File: src/rtl/ctrl_decode_stage_if.sv
// Handshake and control-bundle signals between the fetch/decode register,
// the control decode stage and the execute stage.
interface ctrl_decode_stage_if #(
  parameter int INSTR_W = 16
);
  logic               in_valid;
  logic               in_ready;
  logic [INSTR_W-1:0] instr;
  logic [INSTR_W-1:0] pc;
  logic               out_valid;
  logic               out_ready;
  logic [1:0]         reg_dest;
  logic [3:0]         alu_op;
  logic               mem_to_reg;
  logic               mem_read;
  logic               mem_write;
  logic               reg_write;
  logic               alu_src;
  logic               sext;
  logic               imm_src;
  logic               jump_sel;
  logic               jump;
  logic [2:0]         branch_sel;
  logic               halt;
  logic               siic;
  logic               rti;

  modport master (
    output in_valid, instr, pc, out_ready,
    input  in_ready, out_valid, reg_dest, alu_op, mem_to_reg, mem_read,
           mem_write, reg_write, alu_src, sext, imm_src, jump_sel, jump,
           branch_sel, halt, siic, rti
  );

  modport slave (
    input  in_valid, instr, pc, out_ready,
    output in_ready, out_valid, reg_dest, alu_op, mem_to_reg, mem_read,
           mem_write, reg_write, alu_src, sext, imm_src, jump_sel, jump,
           branch_sel, halt, siic, rti
  );
endinterface

File: src/rtl/ctrl_decode_stage.sv
// Registered control decode stage for the 5-bit-opcode ISA: valid/ready
// buffered control bundle plus the RUN/EXC/HALT machine-state FSM and EPC.
module ctrl_decode_stage #(
  parameter int                 INSTR_W    = 16,
  parameter int                 N_FLUSH    = 2,
  parameter logic [INSTR_W-1:0] EXC_VECTOR = 16'h0002
) (
  input  logic               clk,
  input  logic               rst_n,
  ctrl_decode_stage_if.slave bus,
  input  logic [N_FLUSH-1:0] flush,
  output logic [INSTR_W-1:0] epc,
  output logic               exc_redirect,
  output logic [INSTR_W-1:0] exc_target,
  output logic               halted,
  output logic               exc_active
);

  typedef struct packed {
    logic [1:0] reg_dest;
    logic [3:0] alu_op;
    logic       mem_to_reg;
    logic       mem_read;
    logic       mem_write;
    logic       reg_write;
    logic       alu_src;
    logic       sext;
    logic       imm_src;
    logic       jump_sel;
    logic       jump;
    logic [2:0] branch_sel;
    logic       halt;
    logic       siic;
    logic       rti;
  } ctrl_t;

  localparam ctrl_t CTRL_RESET = ctrl_t'({2'd2, 4'd0, 5'd0, 1'b1, 3'd0, 3'd0, 3'd0});

  localparam logic [1:0] ST_RUN  = 2'd0;
  localparam logic [1:0] ST_EXC  = 2'd1;
  localparam logic [1:0] ST_HALT = 2'd2;

  logic [1:0] state;
  logic [4:0] opcode;
  logic       flush_any;
  logic       in_ready;
  logic       capture;
  logic       out_valid;
  ctrl_t      dec;
  ctrl_t      ctl;

  assign opcode    = bus.instr[INSTR_W-1 -: 5];
  assign flush_any = |flush;
  assign halted    = (state == ST_HALT);
  assign exc_active = (state == ST_EXC);
  assign in_ready  = !halted && (!out_valid || bus.out_ready) && !flush_any;
  assign capture   = bus.in_valid && in_ready;

  always_comb begin
    dec = CTRL_RESET;
    case (opcode[4:2])
      3'b110: begin
        dec.reg_write = 1'b1;
        case (opcode[1:0])
          2'b00: begin
            dec.reg_dest = 2'd0;
            dec.imm_src  = 1'b1;
            dec.alu_src  = 1'b1;
            dec.alu_op   = 4'hD;
          end
          2'b01: begin
            dec.alu_src = 1'b1;
            dec.alu_op  = 4'hF;
          end
          2'b10:   dec.alu_op = {2'b10, bus.instr[1:0]};
          default: dec.alu_op = {2'b00, bus.instr[1:0]};
        endcase
      end
      3'b010: begin
        dec.reg_write = 1'b1;
        dec.alu_src   = 1'b1;
        dec.reg_dest  = 2'd1;
        dec.alu_op    = {2'b00, opcode[1:0]};
        dec.sext      = ~opcode[1];
      end
      3'b101: begin
        dec.reg_write = 1'b1;
        dec.alu_src   = 1'b1;
        dec.reg_dest  = 2'd1;
        dec.alu_op    = {2'b10, opcode[1:0]};
      end
      3'b100: begin
        dec.alu_src = 1'b1;
        case (opcode[1:0])
          2'b00: dec.mem_write = 1'b1;
          2'b01: begin
            dec.reg_write  = 1'b1;
            dec.reg_dest   = 2'd1;
            dec.mem_read   = 1'b1;
            dec.mem_to_reg = 1'b1;
          end
          2'b10: begin
            dec.reg_dest  = 2'd0;
            dec.reg_write = 1'b1;
            dec.imm_src   = 1'b1;
            dec.sext      = 1'b0;
            dec.alu_op    = 4'hE;
          end
          default: begin
            dec.reg_dest  = 2'd0;
            dec.reg_write = 1'b1;
            dec.mem_write = 1'b1;
          end
        endcase
      end
      3'b011: begin
        dec.imm_src    = 1'b1;
        dec.branch_sel = opcode[2:0];
      end
      3'b001: begin
        // Linking jumps (op[1]=1) write the return address into R7.
        dec.jump      = 1'b1;
        dec.jump_sel  = opcode[0];
        dec.reg_write = opcode[1];
        dec.reg_dest  = opcode[1] ? 2'd3 : 2'd2;
        dec.alu_src   = 1'b1;
        dec.imm_src   = 1'b1;
      end
      3'b111: begin
        dec.reg_write = 1'b1;
        dec.alu_op    = {1'b0, opcode[2:0]};
      end
      default: begin
        dec.halt = (opcode[1:0] == 2'b00);
        dec.siic = (opcode[1:0] == 2'b10);
        dec.rti  = (opcode[1:0] == 2'b11);
      end
    endcase
  end

  // Flush outranks everything, including a stalled bundle awaiting out_ready.
  always_ff @(posedge clk or negedge rst_n) begin
    if (!rst_n) begin
      out_valid <= 1'b0;
      ctl       <= CTRL_RESET;
    end else if (flush_any) begin
      out_valid <= 1'b0;
    end else if (capture) begin
      out_valid <= 1'b1;
      ctl       <= dec;
    end else if (bus.out_ready) begin
      out_valid <= 1'b0;
    end
  end

  // Machine state only advances on a captured (hence unflushed) instruction.
  always_ff @(posedge clk or negedge rst_n) begin
    if (!rst_n) begin
      state        <= ST_RUN;
      epc          <= '0;
      exc_redirect <= 1'b0;
      exc_target   <= '0;
    end else begin
      exc_redirect <= 1'b0;
      if (capture) begin
        case (state)
          ST_RUN: begin
            if (dec.halt) begin
              state <= ST_HALT;
            end else if (dec.siic) begin
              state        <= ST_EXC;
              epc          <= bus.pc + INSTR_W'(2);
              exc_redirect <= 1'b1;
              exc_target   <= EXC_VECTOR;
            end
          end
          ST_EXC: begin
            if (dec.halt || dec.siic) begin
              state <= ST_HALT;
            end else if (dec.rti) begin
              state        <= ST_RUN;
              exc_redirect <= 1'b1;
              exc_target   <= epc;
            end
          end
          ST_HALT: state <= ST_HALT;
          default: state <= ST_RUN;
        endcase
      end
    end
  end

  assign bus.in_ready   = in_ready;
  assign bus.out_valid  = out_valid;
  assign bus.reg_dest   = ctl.reg_dest;
  assign bus.alu_op     = ctl.alu_op;
  assign bus.mem_to_reg = ctl.mem_to_reg;
  assign bus.mem_read   = ctl.mem_read;
  assign bus.mem_write  = ctl.mem_write;
  assign bus.reg_write  = ctl.reg_write;
  assign bus.alu_src    = ctl.alu_src;
  assign bus.sext       = ctl.sext;
  assign bus.imm_src    = ctl.imm_src;
  assign bus.jump_sel   = ctl.jump_sel;
  assign bus.jump       = ctl.jump;
  assign bus.branch_sel = ctl.branch_sel;
  assign bus.halt       = ctl.halt;
  assign bus.siic       = ctl.siic;
  assign bus.rti        = ctl.rti;

endmodule

File: src/flat_wrapper.sv
// flat-port wrapper written by rule: the top's interface ports become plain ports
module ctrl_decode_stage_flat 
#(
  parameter int                 INSTR_W    = 16,
  parameter int                 N_FLUSH    = 2,
  parameter logic [INSTR_W-1:0] EXC_VECTOR = 16'h0002
)
  (clk, rst_n, flush, epc, exc_redirect, exc_target, halted, exc_active, bus_in_valid, bus_instr, bus_pc, bus_out_ready, bus_in_ready, bus_out_valid, bus_reg_dest, bus_alu_op, bus_mem_to_reg, bus_mem_read, bus_mem_write, bus_reg_write, bus_alu_src, bus_sext, bus_imm_src, bus_jump_sel, bus_jump, bus_branch_sel, bus_halt, bus_siic, bus_rti);
  ctrl_decode_stage_if #(.INSTR_W(INSTR_W)) bus_i ();
  input  logic clk;
  input  logic rst_n;
  input  logic [N_FLUSH-1:0] flush;
  output logic [INSTR_W-1:0] epc;
  output logic exc_redirect;
  output logic [INSTR_W-1:0] exc_target;
  output logic halted;
  output logic exc_active;
  input wire logic [$bits(bus_i.in_valid)-1:0] bus_in_valid;
  input wire logic [$bits(bus_i.instr)-1:0] bus_instr;
  input wire logic [$bits(bus_i.pc)-1:0] bus_pc;
  input wire logic [$bits(bus_i.out_ready)-1:0] bus_out_ready;
  output wire logic [$bits(bus_i.in_ready)-1:0] bus_in_ready;
  output wire logic [$bits(bus_i.out_valid)-1:0] bus_out_valid;
  output wire logic [$bits(bus_i.reg_dest)-1:0] bus_reg_dest;
  output wire logic [$bits(bus_i.alu_op)-1:0] bus_alu_op;
  output wire logic [$bits(bus_i.mem_to_reg)-1:0] bus_mem_to_reg;
  output wire logic [$bits(bus_i.mem_read)-1:0] bus_mem_read;
  output wire logic [$bits(bus_i.mem_write)-1:0] bus_mem_write;
  output wire logic [$bits(bus_i.reg_write)-1:0] bus_reg_write;
  output wire logic [$bits(bus_i.alu_src)-1:0] bus_alu_src;
  output wire logic [$bits(bus_i.sext)-1:0] bus_sext;
  output wire logic [$bits(bus_i.imm_src)-1:0] bus_imm_src;
  output wire logic [$bits(bus_i.jump_sel)-1:0] bus_jump_sel;
  output wire logic [$bits(bus_i.jump)-1:0] bus_jump;
  output wire logic [$bits(bus_i.branch_sel)-1:0] bus_branch_sel;
  output wire logic [$bits(bus_i.halt)-1:0] bus_halt;
  output wire logic [$bits(bus_i.siic)-1:0] bus_siic;
  output wire logic [$bits(bus_i.rti)-1:0] bus_rti;
  assign bus_i.in_valid = bus_in_valid;
  assign bus_i.instr = bus_instr;
  assign bus_i.pc = bus_pc;
  assign bus_i.out_ready = bus_out_ready;
  assign bus_in_ready = bus_i.in_ready;
  assign bus_out_valid = bus_i.out_valid;
  assign bus_reg_dest = bus_i.reg_dest;
  assign bus_alu_op = bus_i.alu_op;
  assign bus_mem_to_reg = bus_i.mem_to_reg;
  assign bus_mem_read = bus_i.mem_read;
  assign bus_mem_write = bus_i.mem_write;
  assign bus_reg_write = bus_i.reg_write;
  assign bus_alu_src = bus_i.alu_src;
  assign bus_sext = bus_i.sext;
  assign bus_imm_src = bus_i.imm_src;
  assign bus_jump_sel = bus_i.jump_sel;
  assign bus_jump = bus_i.jump;
  assign bus_branch_sel = bus_i.branch_sel;
  assign bus_halt = bus_i.halt;
  assign bus_siic = bus_i.siic;
  assign bus_rti = bus_i.rti;
  ctrl_decode_stage #(.INSTR_W(INSTR_W), .N_FLUSH(N_FLUSH), .EXC_VECTOR(EXC_VECTOR)) u_core (.clk(clk), .rst_n(rst_n), .bus(bus_i), .flush(flush), .epc(epc), .exc_redirect(exc_redirect), .exc_target(exc_target), .halted(halted), .exc_active(exc_active));
endmodule
File: config.mk
export PLATFORM = sky130hd
export DESIGN_NAME = ctrl_decode_stage_flat
export DESIGN_NICKNAME = d
export VERILOG_FILES = /design/src/rtl/ctrl_decode_stage_if.sv /design/src/rtl/ctrl_decode_stage.sv /design/src/flat_wrapper.sv
export SDC_FILE = /design/constraint.sdc
export NUM_CORES = 1
export LEC_CHECK = 0
export ABC_AREA = 1
export ABC_CLOCK_PERIOD_IN_PS = 1500
export CORE_MARGIN = 1
export CORE_UTILIZATION = 46
export CTS_CLUSTER_DIAMETER = 100
export DETAILED_ROUTE_END_ITERATION = 8
export PLACE_DENSITY = 0.88
export SLEW_MARGIN = 25
export SYNTH_ARGS = -nofsm -noshare
export SYNTH_HDL_FRONTEND = slang
export SYNTH_SLANG_ARGS = --single-unit
File: constraint.sdc
create_clock -name clk -period 1.5 [get_ports clk]
set_input_delay 0.15 -clock clk [delete_from_list [all_inputs] [get_ports clk]]
set_output_delay 0.15 -clock clk [all_outputs]
set_load 0.005 [all_outputs]
== After elaboration in Yosys (flattened, before gate mapping) ==
Cells that the tools add are included.

* Register bits after elaboration: 57
* Output and inout port bits: 58
* Logic and storage cells: 106

* Add/sub/neg operators: 1
* Equality and inequality tests: 18
* Multiplexer cells: 40
* Bitwise gates (word level): 3
* Reductions and logical operators: 24

{| class="wikitable"
|+ Operators by type and width
! kind !! count
|-
| $mux W16 || 4
|-
| $pmux W16 S2 || 1
|-
| $pmux W4 S5 || 1
|-
| $add A16 B2 Y16 const B || 1
|-
| $mux W2 || 8
|-
| $mux W1 || 13
|-
| $eq A3 B3 Y1 const B || 4
|-
| $pmux W4 S3 || 1
|-
| $reduce_or A2 Y1 || 5
|-
| $mux W3 || 3
|-
| $pmux W2 S4 || 1
|-
| $reduce_or A4 Y1 || 2
|-
| $reduce_or A7 Y1 || 1
|-
| $eq A2 B2 Y1 const B || 3
|-
| $eq A3 B2 Y1 const B || 2
|-
| $ne A3 B1 Y1 const B || 2
|-
| $pmux W1 S2 || 3
|-
| $pmux W1 S3 || 2
|-
| $pmux W2 S3 || 1
|-
| $reduce_and A6 Y1 || 1
|-
| $eq A2 B1 Y1 const B || 2
|-
| $logic_not A2 Y1 || 2
|-
| $mux W4 || 1
|-
| $ne A2 B1 Y1 const B || 2
|-
| other kinds (12) || 20
|}

== Logic depth before layout (Yosys ltp) ==
Gate-level depths: netlist of run 1.

* Depth after elaboration: 7
* Gate-level depth with buffers: 10
* Mapped depth without buffers: 9

== Worst setup path before layout of run 1 ==
Ideal clock, no wire load.

* Path kind: register to register
* Start: reg u_core.state[1]
* End: reg u_core.exc_target[3]
* Library setup time: 0.117 ns
* Arrival time: 1.215 ns
* Path slack: 0.168 ns
* Stages on the path, launching flop included: 8
* Path buffers: 1
* Period minus slack after synthesis: 1.332 ns
* Path through: dfrtp_1 -> nor2_1 -> nand3_1 -> nand2_4 -> nand2_4 -> buf_6 -> nand2_1 -> nand2_1

* Elaborated cells between the ends (all ways): 14

{| class="wikitable"
|+ RTL lines
! what !! RTL line !! RTL
|-
| start, declared || ctrl_decode_stage.sv:43 || <nowiki>logic [1:0] state;</nowiki>
|-
| start signal, assigned || ctrl_decode_stage.sv:159 || <nowiki>state <= ST_RUN;</nowiki>
|-
| start signal, assigned || ctrl_decode_stage.sv:169 || <nowiki>state <= ST_HALT;</nowiki>
|-
| start signal, assigned || ctrl_decode_stage.sv:171 || <nowiki>state <= ST_EXC;</nowiki>
|-
| $eq A2 B1 Y1 (*) || n/a ||
|-
| via exc_active || flat_wrapper.sv:17 || <nowiki>output logic exc_active;</nowiki>
|-
| $ne A2 B1 Y1 (no line), or another cell as far along || n/a ||
|-
| $reduce_and A6 Y1 (no line) || n/a ||
|-
| end signal, assigned || ctrl_decode_stage.sv:183 || <nowiki>exc_target <= epc;</nowiki>
|-
| end, declared || ctrl_decode_stage.sv:14 || <nowiki>output logic [INSTR_W-1:0] exc_target,</nowiki>
|}

Mark *: on every way through the listed nets, which the timed path passes. The rest lies on a longest branch.
A chain may end at the register's enable or synchronous reset.

== Worst setup path in the final report of run 1 ==
* Start: reg u_core.state[1]
* End: reg u_core.exc_target[12]

* Cells in the longest elaborated chain, start to end: 6
* Elaborated cells between the ends (all ways): 14

{| class="wikitable"
|+ Ends and longest elaborated chain
! what !! RTL line !! RTL
|-
| $eq A2 B2 Y1 || ctrl_decode_stage.sv:54 || <nowiki>assign halted = (state == ST_HALT);</nowiki>
|-
| $logic_not A1 Y1 || ctrl_decode_stage.sv:56 || <nowiki>assign in_ready = !halted && (!out_valid || bus.out_ready) && !flush_any;</nowiki>
|-
| $logic_and A1 B1 Y1 (2 in a row) || ctrl_decode_stage.sv:56 ||
|-
| $logic_and A1 B1 Y1 || ctrl_decode_stage.sv:57 || <nowiki>assign capture = bus.in_valid && in_ready;</nowiki>
|-
| $reduce_and A6 Y1 (no line) || n/a ||
|}

Several ways; a longest one is shown, not always the timed one.

==> metrics.md, run 1 <==
| Metric | Value |
|---|---|
| Initial drt markers | `229` |
| Simple-gate share of the synthesized area | `33.54%` |
| Maximum root-to-sink buffer count | `2` |
| Cell Int Power | `0.002791 W` |
| Clock Root Buffer | `clkbuf_8` |
| CTS tree | `done` |
| Slew @ Worst Pin | `0.4248 ns` |
| DR WL/cell | `14.67 µm` |
| Sequential fraction of the synthesis area | `47.16%` |
| CP top delay family | `simple AND/OR/NAND/NOR gates` |
| CTS buffer count | `5` |
| Worst Setup Start Kind | `flip-flop` |
| Die area | `0.006796 mm²` |
| Worst Path Max Fanout | `8` |
| DRC Markers | `0` |
| Cell area after synthesis | `0.002977 mm²` |
| Die W | `82.44 µm` |
| Synthesized flop and latch total | `56` |
| PwrDens | `921.9 mW/mm²` |
| Antenna Violating Nets Remaining | `0` |
| Main combinational cell family by area after synthesis | `simple AND/OR/NAND/NOR gates` |
| HPWL after detailed placement | `6206 µm` |
| Most common cell after layout, fill and taps aside | `nand2_1` |
| Max Clk Rate | `673.8 MHz` |
| Core ar. | `0.006096 mm²` |
| YS warnings | `0` |
| Mux contribution to synthesized area | `0%` |
| Effective utilization at floorplan | `48.83%` |
| Boundary Pins | `96` |
| DR vias | `3122` |
| Grt total ovfl | `0` |
| Initial antenna violation count | `0` |
| Final max-slew violation count | `0` |
| TNS Setup | `0 ns` |
| Crit Path Class | `reg2reg` |
| Layout Area Growth over Synthesis | `50.06%` |
| Post-synthesis adder-cell area fraction | `2.942%` |
| Via density | `5.301` |
| GR Util met2 | `43.31%` |
| CP peak stage delay | `0.49 ns` |
| Cell Rows | `28` |
| Share of cells above drive strength 1 | `17.32%` |
| Worst path bufs/invs | `1` |
| Clk Latency, worst-skew pair | `0.31 ns` |
| Largest net degree at the start of global routing | `41` |
| Max stage delay cell, worst path | `dfrtp_2` |
| Slew margin rel. | `71.68%` |
| Status | `complete, no violations` |
| First drt pass iteration count | `5` |
| Setup violations, final | `0` |
| Part of the cycle the worst path needs | `98.94%` |
| Mean Syn Cell Area | `7.813 µm²` |
| Max cap viols | `0` |
| Sequential share of power | `45.2%` |
| Worst Clk Skew | `0.003917 ns` |
| Worst-path clk slew | `0.10 ns` |
| GR Util met1 | `32.56%` |
| Distinct cells, synth | `32` |
| Final hold viol count | `0` |
| Die Y | `82.44 µm` |
| Combinational share of power | `34.5%` |
| Fin area | `0.004467 mm²` |
| Number of diodes | `0` |
| Syn nets | `426` |
| Placer Congestion | `0.8561` |
| Most frequent cells in the layout | `127 x nand2_1, 78 x clkdlybuf4s50_1, 53 x dfrtp_1` |
| Clock Power Share | `20.3%` |
| Clock sinks | `56` |
| Global-route wire length before repair | `12750 µm` |
| Number of nets in the layout | `558` |
| Cell Chain, Critical Path | `nand2_4 -> nand3_4 -> nor2_4 -> buf_4 -> nand2_4 -> nand2_1 -> nand2_1` |
| Unrepaired setup endpoints after global routing | `true` |
| GRT Util Overall | `25.16%` |
| Syn Inst Count | `381` |
| Static Leak | `2.295 nW` |
| Complex-gate fraction of the synthesized area | `6.599%` |
| Worst EP arrival | `1.69 ns` |
| Psw | `0.001327 W` |
| Routed WL | `8639 µm` |
| Period minus WS final | `1.484 ns` |
| Met3 Resource Use GR | `3.846%` |
| Worst VDD drop | `0.5517 mV` |
| Crit end category | `flip-flop` |
| Post-DP Area | `0.004202 mm²` |
| Worst Path Required | `1.70 ns` |
| Worst Hold Class | `in2reg` |
| Vias in the first global route | `2782` |
| Synth Area in XOR/XNOR | `1.765%` |
| CTS H-tree lvls | `2` |
| Gr busiest metal | `met2` |
| IO buf count | `86` |
| Switching part of the total | `32.22%` |
through the flow:
stage                     worst slack [ns]  std cells  utilization (%)  hold slack (ns)  power (W)
final                              0.01590        589            73.28           0.3089   0.004118
after global routing              -0.09018        589            73.28           0.3342   0.004353
after CTS                          0.04326        583            71.41           0.3025   0.004033
after detailed placement           -0.2998        570            68.92           0.1080   0.003150
after global placement             -0.2427        570            68.92          0.09594   0.003090
after floorplan                     0.1680        381                -          -0.1456   0.002367
synthesized netlist by cell type, drive strengths merged:
cell    number  area [µm²]
nand2      132       513.0
dfrtp       54        1351
inv         41       153.9
nand3       40       227.7
nor2        38       173.9
o21ai       25       125.1
buf         11       80.07
ha           7       87.58
nand4        6       37.54
nor3         4       20.02
o211ai       4       30.03
or2          3       18.77
xnor2        3       26.28
xor2         3       26.28
a31oi        2       12.51
dfstp        2       52.55
o31ai        2       15.01
clkinv       1       3.750
nand3b       1       7.510
o21bai       1       7.510
o22ai        1       6.260
metal layers:
| layer | vias to the layer above | share of wire [%] |
|---|---|---|
| met5 | - | 0 |
| met4 | 0 | 2.2 |
| met3 | 23 | 5.2 |
| met2 | 133 | 51 |
| met1 | 1486 | 41 |
| li1 | 1480 | - |
tightest hold or removal path: cells and delay by family:
family	cells	cell delay, ns
buffers and inverters	3	0.35
AO/OA/AOI/OAI	1	0.08
final timing paths:
kind,from,end,slack [ns],depth (start not counted)
max,u_core.state[1],u_core.exc_target[12],0.02,7
min,bus_instr[11],u_core.bus.jump_sel,0.31,4
max reg2reg,u_core.state[1],u_core.exc_target[12],0.02,7
min reg2reg,u_core.bus.alu_op[3],u_core.bus.alu_op[3],0.49,2
max in group asynchronous,rst_n,u_core.bus.sext,0.58,3
min in group asynchronous,rst_n,u_core.bus.branch_sel[2],0.32,2
layout make-up:
cell class              instances  area, µm²
clock buffers                   5      68.82
clock inverters                 3      22.52
fillers                       428       1629
inverters                      42      157.7
multi-input cells             273       1410
flip-flops and latches         56       1405
well taps                      75      93.84
repair buffers                135       1309
power groups by stage:
stage,Combinational (W),Clock (W),Sequential (W)
2_1_floorplan,0.000504,0,0.00186
3_3_place_gp,0.00123,0,0.00186
3_5_place_dp,0.00128,0,0.00187
4_1_cts,0.00134,0.000845,0.00185
5_1_grt,0.00157,0.000900,0.00188
6_report,0.00142,0.000835,0.00186
logic make-up after synthesis:
group                      Yosys count
and+or+nand+nor                    224
xor gates and xnor gates             6
buffers and inverters               53
DFF                                 56
AOI/OAI and AO/OA                   35
adders and majority gates            7
what timing repair did:
action	in CTS	in global routing
endpoints found under the hold margin	15	0
pin swaps	3	6
endpoints found under the setup margin	5	32
hold buffers	1	0
resized for setup	14	14
cloned	0	2
setup buffers	4	4
Note: power is estimated with default switching activity, not from simulation.
==> inputs of run 2 (changes only) <==
--- a/config.mk
+++ b/config.mk
@@ -11,8 +11,9 @@
 export CORE_UTILIZATION = 46
 export CTS_CLUSTER_DIAMETER = 100
 export DETAILED_ROUTE_END_ITERATION = 8
-export PLACE_DENSITY = 0.88
+export PLACE_DENSITY = 0.8
 export SLEW_MARGIN = 25
 export SYNTH_ARGS = -nofsm -noshare
 export SYNTH_HDL_FRONTEND = slang
 export SYNTH_SLANG_ARGS = --single-unit
+export TNS_END_PERCENT = 100
==> run 2 against run 1 <==
Clock skew rose by 0.0021 ns. Highest routed layer unchanged. Combinational power fell by 3%. Count of clock-buffer cells in the layout rose by 1. Cell count fell by 0.51%. Non-clock buffer count fell by 2.
==> metrics.md, run 2 (synthesis results as in run 1) <==
| Metric | Value |
|---|---|
| CTS H-tree lvls | `2 (unchanged)` |
| Area of the multi-input gates | `0.001399 mm² (-0.80%)` |
| Worst Clk Skew | `0.006005 ns (+0.002088 ns)` |
| Final hold viol count | `0 (unchanged)` |
| Largest net degree at the start of global routing | `39 (-4.9%)` |
| Max Clk Rate | `691.4 MHz (+2.6%)` |
| Storage cell area | `0.001405 mm² (unchanged)` |
| Number of diodes | `0 (unchanged)` |
| Initial drt markers | `164 (-28%)` |
| Worst Hold Class | `in2async` |
| DR vias | `2883 (-7.7%)` |
| Cell Rows | `28 (unchanged)` |
| Worst Path Max Fanout | `4 (-4)` |
| Most frequent cells in the layout | `128 x nand2_1, 78 x clkdlybuf4s50_1, 53 x dfrtp_1` |
| Clock sinks | `56 (unchanged)` |
| Reg2reg end | `u_core.epc[4]` |
| Clk Latency, worst-skew pair | `0.31 ns (about the same)` |
| Grt total ovfl | `0 (unchanged)` |
| Antenna Violating Nets Remaining | `0 (unchanged)` |
| Status | `complete, no violations` |
| Share of cells above drive strength 1 | `16.63% (-0.68 points)` |
| Static Leak | `2.271 nW (-1.0%)` |
| Boundary Pins | `96 (unchanged)` |
| FF-to-FF setup slack | `0.13 ns (+0.11 ns)` |
| Max cap viols | `0 (unchanged)` |
| Final total power | `0.004052 W (-1.6%)` |
| Clock Root Buffer | `clkbuf_8` |
| Crit end category | `output port` |
| Effective utilization at floorplan | `48.83% (unchanged)` |
| Vias in the first global route | `2590 (-6.9%)` |
| Setup violations, final | `0 (unchanged)` |
| Die area | `0.006796 mm² (unchanged)` |
| CTS tree | `done` |
| First drt pass iteration count | `4 (-1)` |
| Number of nets in the layout | `555 (-0.54%)` |
| TNS Setup | `0 ns (unchanged)` |
| Crit Path Class | `reg2out` |
| PwrDens | `915.9 mW/mm² (-0.65%)` |
| IO buf count | `86 (unchanged)` |
| GRT Util Overall | `23.88% (-1.3 points)` |
| Placer Congestion | `0.8631 (+0.82%)` |
| Final max-slew violation count | `0 (unchanged)` |
| Part of the cycle the worst path needs | `96.42% (-2.5 points)` |
| Worst Setup Start Kind | `flip-flop` |
| Reg2reg path depth | `7 (unchanged)` |
| Slew @ Worst Pin | `0.4590 ns (+0.03426 ns)` |
| Worst EP arrival | `1.30 ns (-0.39 ns)` |
| Most common cell after layout, fill and taps aside | `nand2_1` |
| Initial antenna violation count | `0 (unchanged)` |
| Worst-path clk slew | `0.09 ns (about the same)` |
| Worst Path Required | `1.35 ns (-0.35 ns)` |
| HPWL after detailed placement | `5923 µm (-4.6%)` |
| Via density | `4.920 (-7.2%)` |
| Die W | `82.44 µm (unchanged)` |
| Layout Area Growth over Synthesis | `48.63%` |
| Slew margin rel. | `69.40% (-2.3 points)` |
| Hold_ws | `0.3217 ns (+0.01279 ns)` |
| Critical register-to-register path startpoint | `u_core.state[0]` |
| Maximum root-to-sink buffer count | `2 (unchanged)` |
| DRC Markers | `0 (unchanged)` |
| Core ar. | `0.006096 mm² (unchanged)` |
| Period minus WS final | `1.446 ns (-0.03784 ns)` |
| Die Y | `82.44 µm (unchanged)` |
| CTS buffer count | `5 (unchanged)` |
| Global-route wire length before repair | `12170 µm (-4.5%)` |
| DR WL/cell | `12.95 µm (-12%)` |
| Routed WL | `7591 µm (-12%)` |
| Worst VDD drop | `0.8548 mV (+55%)` |
| Layout fillers | `487 (+14%)` |
## run 2: worst max-delay path: stages (launching register included)
cell           delay [ns]
dfrtp_1              0.38
inv_2                0.07
buf_4                0.14
nor2_4               0.14
dlygate4sd2_1        0.26
## run 2: cell type report
cell class	instances	share of cell area, %
flip-flops and latches	56	31.76
multi-input cells	272	31.62
repair buffers	133	28.85
inverters	42	3.563
well taps	75	2.121
clock buffers	6	1.867
clock inverters	2	0.2262
## run 2: power by group
part           internal [W]  total (W)  switching, W  leakage (nW)
combinational      0.000734    0.00138      0.000645          1.52
clock              0.000369   0.000826      0.000457        0.0510
sequential          0.00172    0.00185      0.000130         0.696
## run 2: worst max-delay path by stage
stage,end,slack (ns),start,cells past startpoint
CTS,bus_reg_dest[1],0.006,u_core.bus.reg_dest[1],1
global route,bus_in_ready,-0.003,u_core.state[1],4
floorplan,u_core.exc_target[3],0.17,u_core.state[1],7
detailed placement,u_core.exc_target[6],-0.33,bus_instr[12],9
finish,exc_active,0.05,u_core.state[0],4
global placement,u_core.exc_target[15],-0.27,bus_instr[11],9
## run 2: per-stage QoR
stage               area [µm²]  util (%)  cells  setup WS, ns
global route              4424     72.58    586     -0.003300
global placement          4232     69.42    574       -0.2666
CTS                       4357     71.47    584      0.005839
floorplan                 2977         -    381        0.1680
finish                    4424     72.58    586       0.05374
detailed placement        4232     69.42    574       -0.3263
## run 2: metal layers
| metal | share of wire, % | up-vias | wire [µm] | track usage [%] |
|---|---|---|---|---|
| met5 | 0 | - | 0 | 0 |
| met4 | 0.95 | 0 | 72 | 5.088 |
| met3 | 5.4 | 10 | 408 | 3.516 |
| met2 | 45 | 87 | 3388 | 36.61 |
| met1 | 49 | 1318 | 3721 | 35.60 |
| li1 | - | 1468 | - | - |
## run 2: timing repair
item | 4_1_cts | 5_1_grt
cloned | 0 | 0
hold buffers | 1 | 0
setup endpoints to repair | 7 | 31
pin swaps | 2 | 3
resized for setup | 11 | 17
buffers inserted | 1 | 2
hold endpoints to repair | 16 | 0
==> inputs of run 3 (changes only) <==
--- a/config.mk
+++ b/config.mk
@@ -7,11 +7,12 @@
 export LEC_CHECK = 0
 export ABC_AREA = 1
 export ABC_CLOCK_PERIOD_IN_PS = 1500
-export CORE_MARGIN = 1
-export CORE_UTILIZATION = 46
+export CELL_PAD_IN_SITES_DETAIL_PLACEMENT = 1
+export CELL_PAD_IN_SITES_GLOBAL_PLACEMENT = 2
+export CORE_UTILIZATION = 26
 export CTS_CLUSTER_DIAMETER = 100
 export DETAILED_ROUTE_END_ITERATION = 8
-export PLACE_DENSITY = 0.8
+export PLACE_DENSITY = 0.81
 export SLEW_MARGIN = 25
 export SYNTH_ARGS = -nofsm -noshare
 export SYNTH_HDL_FRONTEND = slang
==> run 3 against run 2 <==
Register-to-register slack lost 0.05 ns. Core utilization shrank 30 points. Fmax shrank 1.6%. Cell area grew 5.8%. Power grew 14%. Wire length grew 23%. Count of clock-buffer cells in the layout is the same. Critical path depth shrank 3. Sequential power is essentially flat. Sequential cell count is the same. Combinational power grew 4%. Cell count grew 13%.
==> metrics.md, run 3 (synthesis results as in run 1) <==
| Metric | Value |
|---|---|
| Status | `complete, no violations` |
| Worst Path Max Fanout | `2 (-2)` |
| Global-route wire length before repair | `15240 µm (+25%)` |
| Worst-path clk slew | `0.07 ns (-0.02 ns)` |
| Hold_ws | `0.3523 ns (+0.03058 ns)` |
| Effective utilization at floorplan | `27.10% (-22 points)` |
| Cell Rows | `38 (+36%)` |
| Final max-slew violation count | `0 (unchanged)` |
| Placed Cells | `648 (+13%)` |
| IO buf count | `86 (unchanged)` |
| CP peak stage delay | `0.54 ns (+0.16 ns)` |
| Part of the cycle the worst path needs | `98.01% (+1.6 points)` |
| Worst Clk Skew | `0.008470 ns (+0.002465 ns)` |
| DR vias | `2975 (+3.2%)` |
| Most frequent cells in the layout | `127 x nand2_1, 77 x clkdlybuf4s50_1, 54 x dfrtp_1` |
| CTS buffer count | `5 (unchanged)` |
| Crit Path Class | `reg2out` |
| Die area | `0.01188 mm² (+75%)` |
| Antenna Violating Nets Remaining | `0 (unchanged)` |
| Worst Path Required | `1.35 ns (about the same)` |
| TNS Setup | `0 ns (unchanged)` |
| Fin area | `0.004679 mm² (+5.8%)` |
| Slew @ Worst Pin | `0.2988 ns (-0.1603 ns)` |
| Share of cells above drive strength 1 | `18.23% (+1.6 points)` |
| Clock Root Buffer | `clkbuf_16` |
| Placer Congestion | `0.8653 (+0.25%)` |
| Worst Hold End | `u_core.bus.branch_sel[2]` |
| Clock sinks | `56 (unchanged)` |
| Core ar. | `0.01098 mm² (+80%)` |
| Initial antenna violation count | `0 (unchanged)` |
| Routed WL | `9306 µm (+23%)` |
| Worst hold stages | `3` |
| Worst VDD drop | `0.4626 mV (-46%)` |
| Layout Cells excl Fill | `661 (+13%)` |
| FF-to-FF setup slack | `0.08 ns (-0.05 ns)` |
| Hold path startpoint | `bus_instr[14]` |
| CTS H-tree lvls | `2 (unchanged)` |
| Layout Area Growth over Synthesis | `57.21%` |
| Via density | `4.501 (-8.5%)` |
| Cell Chain, Critical Path | `clkdlybuf4s50_1` |
| Die W | `109.0 µm (+32%)` |
| CTS tree | `done` |
| Grt total ovfl | `0 (unchanged)` |
| DR WL/cell | `14.08 µm (+8.7%)` |
| Largest net degree at the start of global routing | `57 (+46%)` |
| Worst Setup Start Kind | `flip-flop` |
| Post-DP Area | `0.004393 mm² (+3.8%)` |
| Worst path bufs/invs | `1 (-2)` |
| Reg2reg path depth | `8 (+1)` |
| Die Y | `109.0 µm (+32%)` |
| Maximum root-to-sink buffer count | `2 (unchanged)` |
| CP top delay family | `flip-flops` |
| Max stage delay cell, worst path | `dfstp_2` |
| Vias in the first global route | `3158 (+22%)` |
| Period minus WS final | `1.470 ns (+0.02394 ns)` |
| Crit end category | `output port` |
| Clk Latency, worst-skew pair | `0.29 ns (-0.02 ns)` |
| Critical register-to-register path startpoint | `u_core.state[1]` |
| Initial drt markers | `121 (-26%)` |
| Worst Hold Class | `in2reg` |
| Unrepaired setup endpoints after global routing | `true` |
| Worst EP arrival | `1.32 ns (+0.02 ns)` |
| GRT Util Overall | `16.35% (-7.5 points)` |
| PwrDens | `987.5 mW/mm² (+7.8%)` |
| Slew margin rel. | `79.87% (+10 points)` |
| Number of diodes | `0 (unchanged)` |
| Boundary Pins | `96 (unchanged)` |
| Number of nets in the layout | `565 (+1.8%)` |
| Static Leak | `2.356 nW (+3.7%)` |
| Reg2reg end | `u_core.exc_target[8]` |
| DRC Markers | `0 (unchanged)` |
| Max Clk Rate | `680.2 MHz (-1.6%)` |
| Max cap viols | `0 (unchanged)` |
| Most common cell after layout, fill and taps aside | `nand2_1` |
| HPWL after detailed placement | `7175 µm (+21%)` |
| Setup violations, final | `0 (unchanged)` |
| First drt pass iteration count | `4 (unchanged)` |
| Final hold viol count | `0 (unchanged)` |
## run 3: cell count changes in the layout (fill, tap and decap cells not counted), moves of 2 or more
cell / change
buf_4: +8
nand2_2: +3
nand2_4: -2
nor2_4: +2
clkinv_2: -2
nand3_2: +2
clkbuf_8: -6
clkbuf_16: +5
## run 3: worst max-delay path by stage
stage                          startpoint               endpoint  cells after the start
final                     u_core.bus.sext               bus_sext                      1
after global routing      u_core.state[1]   u_core.exc_target[8]                      8
after CTS                   bus_instr[11]  u_core.exc_target[11]                     10
after detailed placement    bus_instr[14]   u_core.bus.alu_op[2]                      8
after global placement      bus_instr[14]   u_core.bus.alu_op[2]                      8
after floorplan           u_core.state[1]   u_core.exc_target[3]                      7
## run 3: repair_timing
item,in CTS,in global routing
endpoints found under the setup margin,41,46
pin swaps,2,5
hold buffers,1,0
endpoints found under the hold margin,54,0
gates resized for setup,14,17
gates cloned,0,0
buffers inserted,4,0
## run 3: metrics by stage
step           total power [W]  setup slack, ns  util [%]
5_1_grt               0.004899         -0.02068     42.61
2_1_floorplan         0.002367           0.1680         -
6_report              0.004621          0.02980     42.61
3_5_place_dp          0.003253          -0.4068     40.00
4_1_cts               0.004651         0.001105     42.07
3_3_place_gp          0.003222          -0.3396     40.00
## run 3: final cells by class
type | instances | area [µm²]
fill | 1325 | 6304
sequential | 56 | 1404
multi-input combinational | 272 | 1399
timing repair buffer | 143 | 1374
tap | 140 | 175.2
inverter | 42 | 160.2
clock buffer | 6 | 128.9
clock inverter | 2 | 38.79
## run 3: layer usage
layer  global-route usage (%)  vias up  share of wire (%)
met2                    29.38       61                 52
met3                    2.451        7                3.4
met1                    20.28     1423                 43
met5                        0        -                  0
li1                         -     1484                  -
met4                    4.151        0               0.95
## run 3: worst reg2reg max path, delay by kind of cell, from the launching register on
family / cells / cell delay (ns)
buffers and inverters: 3 / 0.44
flip-flops: 1 / 0.41
AND/OR/NAND/NOR: 5 / 0.54
## run 3: power by group
part / leakage (nW) / internal (W) / total, W / switching [W]
Clock: 0.0815 / 0.000796 / 0.00134 / 0.000549
Sequential: 0.697 / 0.00172 / 0.00185 / 0.000131
Combinational: 1.58 / 0.000768 / 0.00143 / 0.000661
Total: 2.36 / 0.00328 / 0.00462 / 0.00134
